===== config.mk =====
export PLATFORM = sky130hd
export DESIGN_NAME = ct_rtu_encode_pipe
export DESIGN_NICKNAME = d
export VERILOG_FILES = /design/src/rtl/ct_rtu_encode_pipe.sv
export SDC_FILE = /design/constraint.sdc
export NUM_CORES = 1
export LEC_CHECK = 0
export ABC_CLOCK_PERIOD_IN_PS = 3050
export BUFFER_PORTS_ARGS = -buffer_cell sky130_fd_sc_hd__buf_4
export CAP_MARGIN = 20
export CELL_PAD_IN_SITES_DETAIL_PLACEMENT = 0
export CELL_PAD_IN_SITES_GLOBAL_PLACEMENT = 1
export CORE_MARGIN = 10
export CORE_UTILIZATION = 36
export DETAILED_ROUTE_END_ITERATION = 6
export PLACE_DENSITY_LB_ADDON = 0.12
export REMOVE_ABC_BUFFERS = 1
export SLEW_MARGIN = 15
export SYNTH_ARGS = -nofsm -noshare
export SYNTH_HDL_FRONTEND = slang
export SYNTH_SLANG_ARGS = --single-unit

===== constraint.sdc =====
create_clock -name forever_cpuclk -period 3.05 [get_ports forever_cpuclk]
set_input_delay 0.61 -clock forever_cpuclk [delete_from_list [all_inputs] [get_ports forever_cpuclk]]
set_output_delay 0.61 -clock forever_cpuclk [all_outputs]
set_load 0.1 [all_outputs]

===== src/rtl/ct_rtu_encode_pipe.sv =====
// One-hot/multi-hot to binary encoder with a single registered output stage,
// valid/ready handshake, selectable OR/priority encoding and error tracking.
module ct_rtu_encode_pipe #(
  parameter int unsigned WIDTH = 64,
  parameter int unsigned ENC_W = 6,
  parameter int unsigned MODE  = 0,
  parameter int unsigned CNT_W = 8
) (
  input  logic             forever_cpuclk,
  input  logic             cpurst_b,
  input  logic             x_in_vld,
  input  logic [WIDTH-1:0] x_in_expand,
  output logic             x_in_rdy,
  output logic             x_out_vld,
  output logic [ENC_W-1:0] x_out_num,
  output logic             x_out_err,
  input  logic             x_out_rdy,
  input  logic             x_err_clr,
  output logic             x_err_sticky,
  output logic [CNT_W-1:0] x_err_cnt
);

  logic             out_vld_q, out_vld_d;
  logic [ENC_W-1:0] out_num_q, out_num_d;
  logic             out_err_q, out_err_d;
  logic             err_sticky_q, err_sticky_d;
  logic [CNT_W-1:0] err_cnt_q, err_cnt_d;

  logic             accept;
  logic             in_err;
  logic             pri_found;
  logic [ENC_W-1:0] or_num, pri_num, enc_num;

  assign x_in_rdy = ~out_vld_q | x_out_rdy;
  assign accept   = x_in_vld & x_in_rdy;

  always_comb begin
    or_num    = '0;
    pri_num   = '0;
    pri_found = 1'b0;
    for (int unsigned i = 0; i < WIDTH; i++) begin
      if (x_in_expand[i]) begin
        or_num = or_num | ENC_W'(i);
        if (!pri_found) begin
          pri_num   = ENC_W'(i);
          pri_found = 1'b1;
        end
      end
    end
  end

  // x & (x-1) is non-zero exactly when more than one bit is set.
  assign in_err  = (x_in_expand == '0) |
                   ((x_in_expand & (x_in_expand - WIDTH'(1))) != '0);
  assign enc_num = (MODE == 1) ? pri_num : or_num;

  always_comb begin
    out_vld_d    = out_vld_q;
    out_num_d    = out_num_q;
    out_err_d    = out_err_q;
    err_sticky_d = err_sticky_q;
    err_cnt_d    = err_cnt_q;
    if (accept) begin
      out_vld_d = 1'b1;
      out_num_d = enc_num;
      out_err_d = in_err;
    end else if (x_out_rdy) begin
      out_vld_d = 1'b0;
    end
    // A fresh error outranks a simultaneous clear: restart the count at one.
    if (accept && in_err) begin
      err_sticky_d = 1'b1;
      if (x_err_clr)
        err_cnt_d = CNT_W'(1);
      else if (!(&err_cnt_q))
        err_cnt_d = err_cnt_q + CNT_W'(1);
    end else if (x_err_clr) begin
      err_sticky_d = 1'b0;
      err_cnt_d    = '0;
    end
  end

  always_ff @(posedge forever_cpuclk or negedge cpurst_b) begin
    if (!cpurst_b) begin
      out_vld_q    <= 1'b0;
      out_num_q    <= '0;
      out_err_q    <= 1'b0;
      err_sticky_q <= 1'b0;
      err_cnt_q    <= '0;
    end else begin
      out_vld_q    <= out_vld_d;
      out_num_q    <= out_num_d;
      out_err_q    <= out_err_d;
      err_sticky_q <= err_sticky_d;
      err_cnt_q    <= err_cnt_d;
    end
  end

  assign x_out_vld    = out_vld_q;
  assign x_out_num    = out_num_q;
  assign x_out_err    = out_err_q;
  assign x_err_sticky = err_sticky_q;
  assign x_err_cnt    = err_cnt_q;

endmodule


==> results by stage, run 1 <==
Run status:
- The run finished, with violations left.
- The checks that failed: negative setup slack.

Route:
- The residual antenna-violating net count after detailed routing is 0.
- After detailed routing, the number of remaining DRC violations is 0.
- In the final routed layout, each cell accounts on average for 18.44 um.
- The number of vias after detailed routing is 3200.
- The first routing iteration left 243 violations.
- After detailed routing, the total wire length is 10.09 mm.
- The detail-routed via count per cell is 5.850.
- The pre-antenna-repair detailed-routing pass consisted of 5 iterations.

Synthesis:
- The synthesis warning total is 0.
- Counting every instance in the synthesized netlist gives 272.
- The combined area of all synthesized cells is 0.002049 mm2.
- The number of synthesized flops with an enable pin is 0.
- The sequential share of the synthesized area is 20.76%.
- The fraction of registers with async set or reset after synthesis is 100.0%.
- The average instance in the mapped netlist occupies 7.535 um2.
- The most instantiated flip-flop cell in the synthesis netlist is sky130_fd_sc_hd__dfrtp_1.
- The count of different cell masters after synthesis is 55.
- In this run, synthesis produced a sequential element count of 17.

Timing:
- Setup repair after global routing could not meet its margin everywhere.
- The count of final max-slew check failures is 0.
- Derived from the worst setup path, the maximum achievable clock frequency is 263.7 MHz.
- At the pin with the least slew margin, the transition time is 0.9258 ns.
- The post-route minimum period is 3.792 ns.
- The setup skew after layout is 0.003497 ns.
- In the post-route analysis, the smallest setup slack over all paths is -0.7422 ns.
- The count of endpoints failing setup in the final report is 10.
- The share of the cycle needed by the critical path after routing is 124.3%.
- Headroom to the max-slew limit came out at 37.80%.
- The hold violation total from the final report came to 0.

GRT:
- The first global-routing pass estimated 15.98 mm of wire.
- The via count of the first global-routing pass is 3193.
- After global routing the overflow that remains totals 0.
- The pin count of the biggest net entering global routing is 18.
- The total global-route track usage is 21.49%.
- The number of antenna violations at the first check in global routing is 0.

Worst hold path:
- The type of the worst min-delay path is input pin to asynchronous set/reset pin.

Clock tree:
- The cell chosen for the clock root is sky130_fd_sc_hd__clkbuf_8.
- The number of buffers added by the clock tree synthesis step is 3.
- The clock passes through at most 2 buffers.
- The CTS clock-pin slew for the worst setup and hold paths is 0.07 ns.
- The insertion delay to the later sink of the worst-skew pair is 0.25 ns.
- The number of clock sinks is 17.
- TritonCTS built the clock tree.
- In this run the number of H-tree levels came out at 1.

Pwr:
- The power density relative to cell area is 218.3 mW/mm2.
- The maximum resistive drop on vdd is 0.2495 mV.
- Summed over all cells, the static leakage comes to 1.580 nW.

Cells and area:
- The post-route netlist has 47.58% of its cells at a drive strength greater than 1.
- The layout overhead on the synthesized area is 82.72%.
- For this run, the post-layout net count is 546.
- The most common library cell in the layout ignoring fill and taps is sky130_fd_sc_hd__buf_4.
- The top cell types in the final layout, fill and taps aside, are sky130_fd_sc_hd__buf_4, sky130_fd_sc_hd__nor4_1, sky130_fd_sc_hd__nand2_1.
- The number of standard cells in the final layout excluding fillers is 547.
- The antenna diode instance count is 0.
- The number of fillers in the final layout is 529.

Setup path:
- The reg-to-reg critical path startpoint is x_err_cnt[0].
- The start point of the critical path is x_in_expand[18].
- The cell with the largest stage delay on the worst path is sky130_fd_sc_hd__or4_4.
- In this run the worst path has a maximum fanout of 6.
- The worst setup slack for register-to-register paths is 0.92 ns.
- The worst setup path is captured at a flip-flop.
- The signal on the critical path passes through buf_6 > or4_4 > or3_4 > or4b_4 > o21a_1 > or3b_1 > or4_4 > o21ai_4 > nor3_1 > mux2_1.
- The largest stage delay on the critical path is 0.53 ns.
- By startpoint and endpoint, the worst setup path is classified as input pin to flip-flop.
- The most numerous cell type found on the critical path is sky130_fd_sc_hd__or4_4.
- The data required time at the worst endpoint is 3.18 ns.
- The startpoint class of the critical path is an input pin.
- The signal arrival time at the worst endpoint is 3.92 ns.

Die:
- The die is 95.45 um tall.
- The die width is 95.45 um.
- The floorplan die area is 0.009111 mm2.
- The initial standard-cell utilization of the core is 37.22%.
- The core region is 0.005507 mm2.
- The floorplan has 27 rows.
- 87 I/O pins were placed.

Placed design:
- The worst setup timing slack at the placement stage is -1.014 ns.
- Including well taps, the total number of placed cells is 542.
- The routability congestion estimate from global placement is 0.9728.
- Port buffering added 86 buffers.
- Summed over all nets, the half-perimeter wirelength after detailed placement is 8.672 mm.

Flow run:
- Max-cap violations in this run came to 0.
[metal layers]
metal  global-route usage, %  wire [um]
met5                       0          0
met3                   4.321        835
met4                   3.317         94
met2                   38.30       4887
met1                   26.46       4269
[stage by stage]
stage / hold slack, ns / power [mW] / utilization, % / setup TNS [ns] / cell area (um2)
floorplan: 0.3144 / 0.3905 / - / -9.717 / 2013
global placement: 0.4650 / 0.6370 / 66.14 / -9.169 / 3642
detailed placement: 0.4858 / 0.6419 / 66.14 / -9.547 / 3642
CTS: 0.2164 / 0.8158 / 67.98 / -6.425 / 3744
global route: 0.2164 / 0.8559 / 68.01 / -7.584 / 3745
finish: 0.2079 / 0.8175 / 68.01 / -6.754 / 3745
[cell usage after synthesis, types with 5 or more instances]
cell / number / area share [%]
sky130_fd_sc_hd__nand3_1: 10 / 2.4
sky130_fd_sc_hd__dfrtp_1: 17 / 21
sky130_fd_sc_hd__nor2_1: 23 / 4.2
sky130_fd_sc_hd__nor4_1: 30 / 9.2
sky130_fd_sc_hd__nand4_1: 14 / 4.3
sky130_fd_sc_hd__or4_1: 18 / 6.6
sky130_fd_sc_hd__inv_1: 5 / 0.92
sky130_fd_sc_hd__nor3_1: 16 / 3.9
sky130_fd_sc_hd__o21ai_0: 11 / 2.7
sky130_fd_sc_hd__or3_1: 8 / 2.4
sky130_fd_sc_hd__o41ai_1: 14 / 6.0
sky130_fd_sc_hd__nand2_1: 23 / 4.2
[area by class of cell]
cell class,count,area (um2),share of cell area [%]
clock buffers,3,41.29,1.103
clock inverters,1,5.005,0.1336
inverters,5,18.77,0.5012
multi-input cells,243,1607,42.90
flip-flops and latches,17,425.4,11.36
well taps,72,90.09,2.406
repair buffers,206,1558,41.60
[timing repair]
item	4_1_cts	5_1_grt
endpoints found under the setup margin	10	10
resized for setup	11	2
setup buffers	1	0
hold buffers	0	0
pin swaps	4	3
[flip-flops by register name, summed over array words and instances, names as in the netlist]
register      flops
x_out_vld         1
x_err_sticky      1
x_out_num         6
x_out_err         1
x_err_cnt         8
[power breakdown]
group	switching [mW]	total (mW)	internal (mW)
Combinational	0.224	0.408	0.185
Clock	0.0760	0.166	0.0905
Sequential	0.00807	0.243	0.235
[critical path: cells and delay by family]
kind,cells,cell delay (ns)
buffers and inverters,1,0.10
and+or+nand+nor,6,2.44
AOI/OAI and AO/OA,2,0.45
muxes,1,0.34
[cells by family (layout without fill, tap and decap cells)]
kind of cell	count (synthesis)	count (layout)	synth area share, %
flip-flops	17	17	20.76
AND/OR/NAND/NOR	168	168	46.52
multiplexers	5	5	2.686
adder cells (fa/ha/maj)	2	2	1.099
AO/OA/AOI/OAI	68	68	26.25
buffers and inverters	12	215	2.686
[worst paths after layout]
check,endpoint,cells after the start
hold / removal,x_err_cnt[4],1
max in group asynchronous,x_out_num[0],1
setup reg to reg,x_err_cnt[3],5
min in group forever_cpuclk,x_out_err,2
setup / recovery,x_err_cnt[3],10
hold reg to reg,x_out_err,2
(Power assumes the default switching activity.)
==> run 2, diff against run 1 <==
SETUP_SLACK_MARGIN = 0.3   (was unset)
==> run 2 against run 1 <==
- the flow still finishes with violations (negative setup slack)
- worst hold slack about the same
- core utilization up 0.16 points
- combinational power about the same
- first-iteration DRC count down 6.6%
- critical path depth unchanged
- clock skew about the same
- sequential power about the same
- global-route usage unchanged
- final cell count unchanged
- maximum frequency up 0.13%
- sequential share of layout area about the same
- highest routed layer unchanged
- via count down 0.31%
==> results by stage, run 2 (synthesized netlist as in run 1, its figures left out) <==
Cells and area:
- In the layout the commonest cells are sky130_fd_sc_hd__buf_4, sky130_fd_sc_hd__nor4_1, sky130_fd_sc_hd__nand2_1.
- The number of fillers in the final layout is 524 (-0.95%).
- From synthesis to final layout, the design area changed by 83.15%.
- The antenna diode instance count is 0 (unchanged).
- The net total in the final layout is 546 (unchanged).
- The library cell used most frequently in the layout, excluding fill and tap cells, is sky130_fd_sc_hd__buf_4.
- The flip-flop count of the largest register after layout is 8 (unchanged).
- The ratio of cells with drive above 1 in the final layout was 48.00% (+0.42 points).

Timing:
- The count of endpoints failing setup in the final report was 10 (unchanged).
- The count of final max-slew check failures was 0 (unchanged).
- The share of the cycle needed by the critical path after routing came to 124.2% (-0.16 points).
- The hold violation total from the final report is 0 (unchanged).
- The measured slew at the worst slew-check pin is 0.9199 ns (-0.005966 ns).
- Setup repair after global routing could not meet its margin everywhere.
- The final setup slack of the worst path is -0.7374 ns (+0.004734 ns).
- The final-layout setup total negative slack is -6.719 ns (+0.03520 ns).
- The relative slew slack is 38.20% (+0.40 points).
- The fmax is 264.0 MHz (+0.13%).
- The setup skew after layout is 0.003363 ns (-0.0001339 ns).
- The post-route minimum period came to 3.787 ns (-0.004734 ns).

Die:
- The die width is 95.45 um (unchanged).
- The count of boundary I/O pins is 87 (unchanged).
- The vertical die dimension came to 95.45 um (unchanged).
- The area of the core came to 0.005507 mm2 (unchanged).
- The total number of placement rows is 27 (unchanged).
- The floorplan die area was 0.009111 mm2 (unchanged).
- The initial standard-cell utilization of the core is 37.22% (unchanged).

Route:
- The post-detailed-routing wire length was 10.08 mm (about the same).
- The count of routing violations after the opening detailed-route iteration came to 227 (-6.6%).
- The detail-routed via count per cell is 5.832 (-0.31%).
- The mean routed wirelength per cell is 18.44 um (about the same).
- The DRC violation count after routing is 0 (unchanged).
- The residual antenna-violating net count after detailed routing is 0 (unchanged).
- The total iterations of the first detailed-routing run was 4 (-1).
- The number of vias after detailed routing is 3190 (-0.31%).

Pwr:
- The clock share of power is 20.4% (about the same).
- The combinational fraction of design power came to 50.0% (about the same).
- The maximum resistive drop on vdd is 0.2494 mV (about the same).
- The leakage power is 1.584 nW (+0.22%).
- The part of the total power dissipated in sequential elements was 29.6% (about the same).
- The power density relative to cell area came to 218.1 mW/mm2 (-0.10%).
- The switching power summed over all nets is 0.3084 mW (+0.20%).
- The switching share of power came to 37.67% (about the same).
- The internal power consumption is 0.5102 mW (about the same).

Setup path:
- In this run the critical register-to-register path is captured at x_err_cnt[2].
- The sort of element at the end of the critical path is a flip-flop.
- The startpoint class of the critical path is an input pin.
- The termination of the worst setup path is x_err_cnt[3].
- The length in cells of the worst reg-to-reg path is 5 (unchanged).
- The path type of the worst setup path is input pin to flip-flop.
- The start point of the critical path is x_in_expand[18].
- The reg-to-reg critical path startpoint is x_err_cnt[0].
- The data required time at the worst endpoint is 3.18 ns (about the same).
- The signal arrival time at the worst endpoint is 3.92 ns (about the same).
- The maximum fanout encountered on the critical timing path was 6 (unchanged).
- The worst setup slack for register-to-register paths is 0.93 ns (about the same).

Clock tree:
- The number of buffers inserted for hold repair after clock tree synthesis is 0 (unchanged).
- The insertion delay to the later sink of the worst-skew pair is 0.25 ns (about the same).
- TritonCTS built the clock tree.
- The CTS clock-pin slew for the worst setup and hold paths is 0.07 ns (about the same).
- The number of buffers added by the clock tree synthesis step came to 3 (unchanged).
- The largest buffer count on any clock path is 2 (unchanged).
- The H-tree depth is 1 (unchanged).
- The tree is rooted in a sky130_fd_sc_hd__clkbuf_8.
- The number of clock sinks was 17 (unchanged).

GRT:
- The number of antenna violations at the first check in global routing is 0 (unchanged).
- The pin count of the biggest net entering global routing was 18 (unchanged).
- The via count of the first global-routing pass is 3193 (unchanged).
- The overflow left after global routing is 0 (unchanged).
- The first-pass GRT wire length is 15.98 mm (unchanged).
- The total global-route track usage was 21.49% (unchanged).

Run status:
- The flow ran to the end, but the final reports show violations.
- The checks that failed: negative setup slack.

Placed design:
- The routability congestion estimate from global placement is 0.9728 (unchanged).
- The worst setup timing slack at the placement stage is -1.014 ns (unchanged).
- The number of port buffers is 86 (unchanged).
- The half-perimeter wire length of the detailed placement result is 8.672 mm (unchanged).

Worst hold path:
- The worst hold path belongs to the class input pin to asynchronous set/reset pin.

Flow run:
- The max capacitance violation total is 0 (unchanged).
## run 2: power groups by stage
stage | sequential, mW | clock (mW) | combinational [mW]
after floorplan | 0.313 | 0 | 0.0774
after global placement | 0.246 | 0 | 0.391
after detailed placement | 0.246 | 0 | 0.395
after CTS | 0.243 | 0.169 | 0.405
after global routing | 0.244 | 0.177 | 0.435
final | 0.243 | 0.167 | 0.409
## run 2: worst min path at each step
stage                       from  slack [ns]  cells after the start           end
floorplan               cpurst_b        0.31                      0  x_err_cnt[0]
global placement    x_out_num[2]        0.47                      2  x_out_num[2]
detailed placement      cpurst_b        0.49                      1  x_err_cnt[5]
CTS                     cpurst_b        0.22                      1  x_err_cnt[5]
global route            cpurst_b        0.22                      1  x_err_cnt[4]
finish                  cpurst_b        0.21                      1  x_err_cnt[4]
## run 2: critical path, cell delays in order
cell and delay [ns]:
sky130_fd_sc_hd__buf_6 0.10, sky130_fd_sc_hd__or4_4 0.52, sky130_fd_sc_hd__or3_4 0.42, sky130_fd_sc_hd__or4b_4 0.53
sky130_fd_sc_hd__o21a_1 0.17, sky130_fd_sc_hd__or3b_1 0.37, sky130_fd_sc_hd__or4_4 0.50, sky130_fd_sc_hd__o21ai_4 0.27
sky130_fd_sc_hd__nor3_1 0.09, sky130_fd_sc_hd__mux2_1 0.34
## run 2: metrics by stage
step / power [mW] / instance area [um2] / std cells / hold slack, ns / util (%)
2_1_floorplan: 0.3905 / 2013 / 265 / 0.3144 / -
6_report: 0.8186 / 3754 / 547 / 0.2074 / 68.17
3_3_place_gp: 0.6370 / 3642 / 542 / 0.4650 / 66.14
4_1_cts: 0.8158 / 3744 / 547 / 0.2164 / 67.98
5_1_grt: 0.8564 / 3754 / 547 / 0.2164 / 68.17
3_5_place_dp: 0.6419 / 3642 / 542 / 0.4858 / 66.14
## run 2: layout make-up
| cell class | instances | area [um2] | area share, % |
|---|---|---|---|
| multi-input cells | 243 | 1615 | 43.03 |
| repair buffers | 206 | 1558 | 41.50 |
| flip-flops and latches | 17 | 425.4 | 11.33 |
| well taps | 72 | 90.09 | 2.400 |
| clock buffers | 3 | 41.29 | 1.100 |
| inverters | 5 | 18.77 | 0.5000 |
| clock inverters | 1 | 5.005 | 0.1333 |
## run 2: per-layer routing
layer,up-vias,GRT usage (%),part of all wire [%]
met5,-,0,0
met4,0,3.317,0.97
met3,12,4.321,7.5
met2,140,38.30,48
met1,1483,26.46,43
li1,1555,-,-
## run 2: repair_timing
action	4_1_cts	5_1_grt
buffers inserted	1	0
endpoints found under the hold margin	0	0
resized for setup	11	4
pin swaps	4	3
cloned	0	0
setup endpoints to repair	10	11
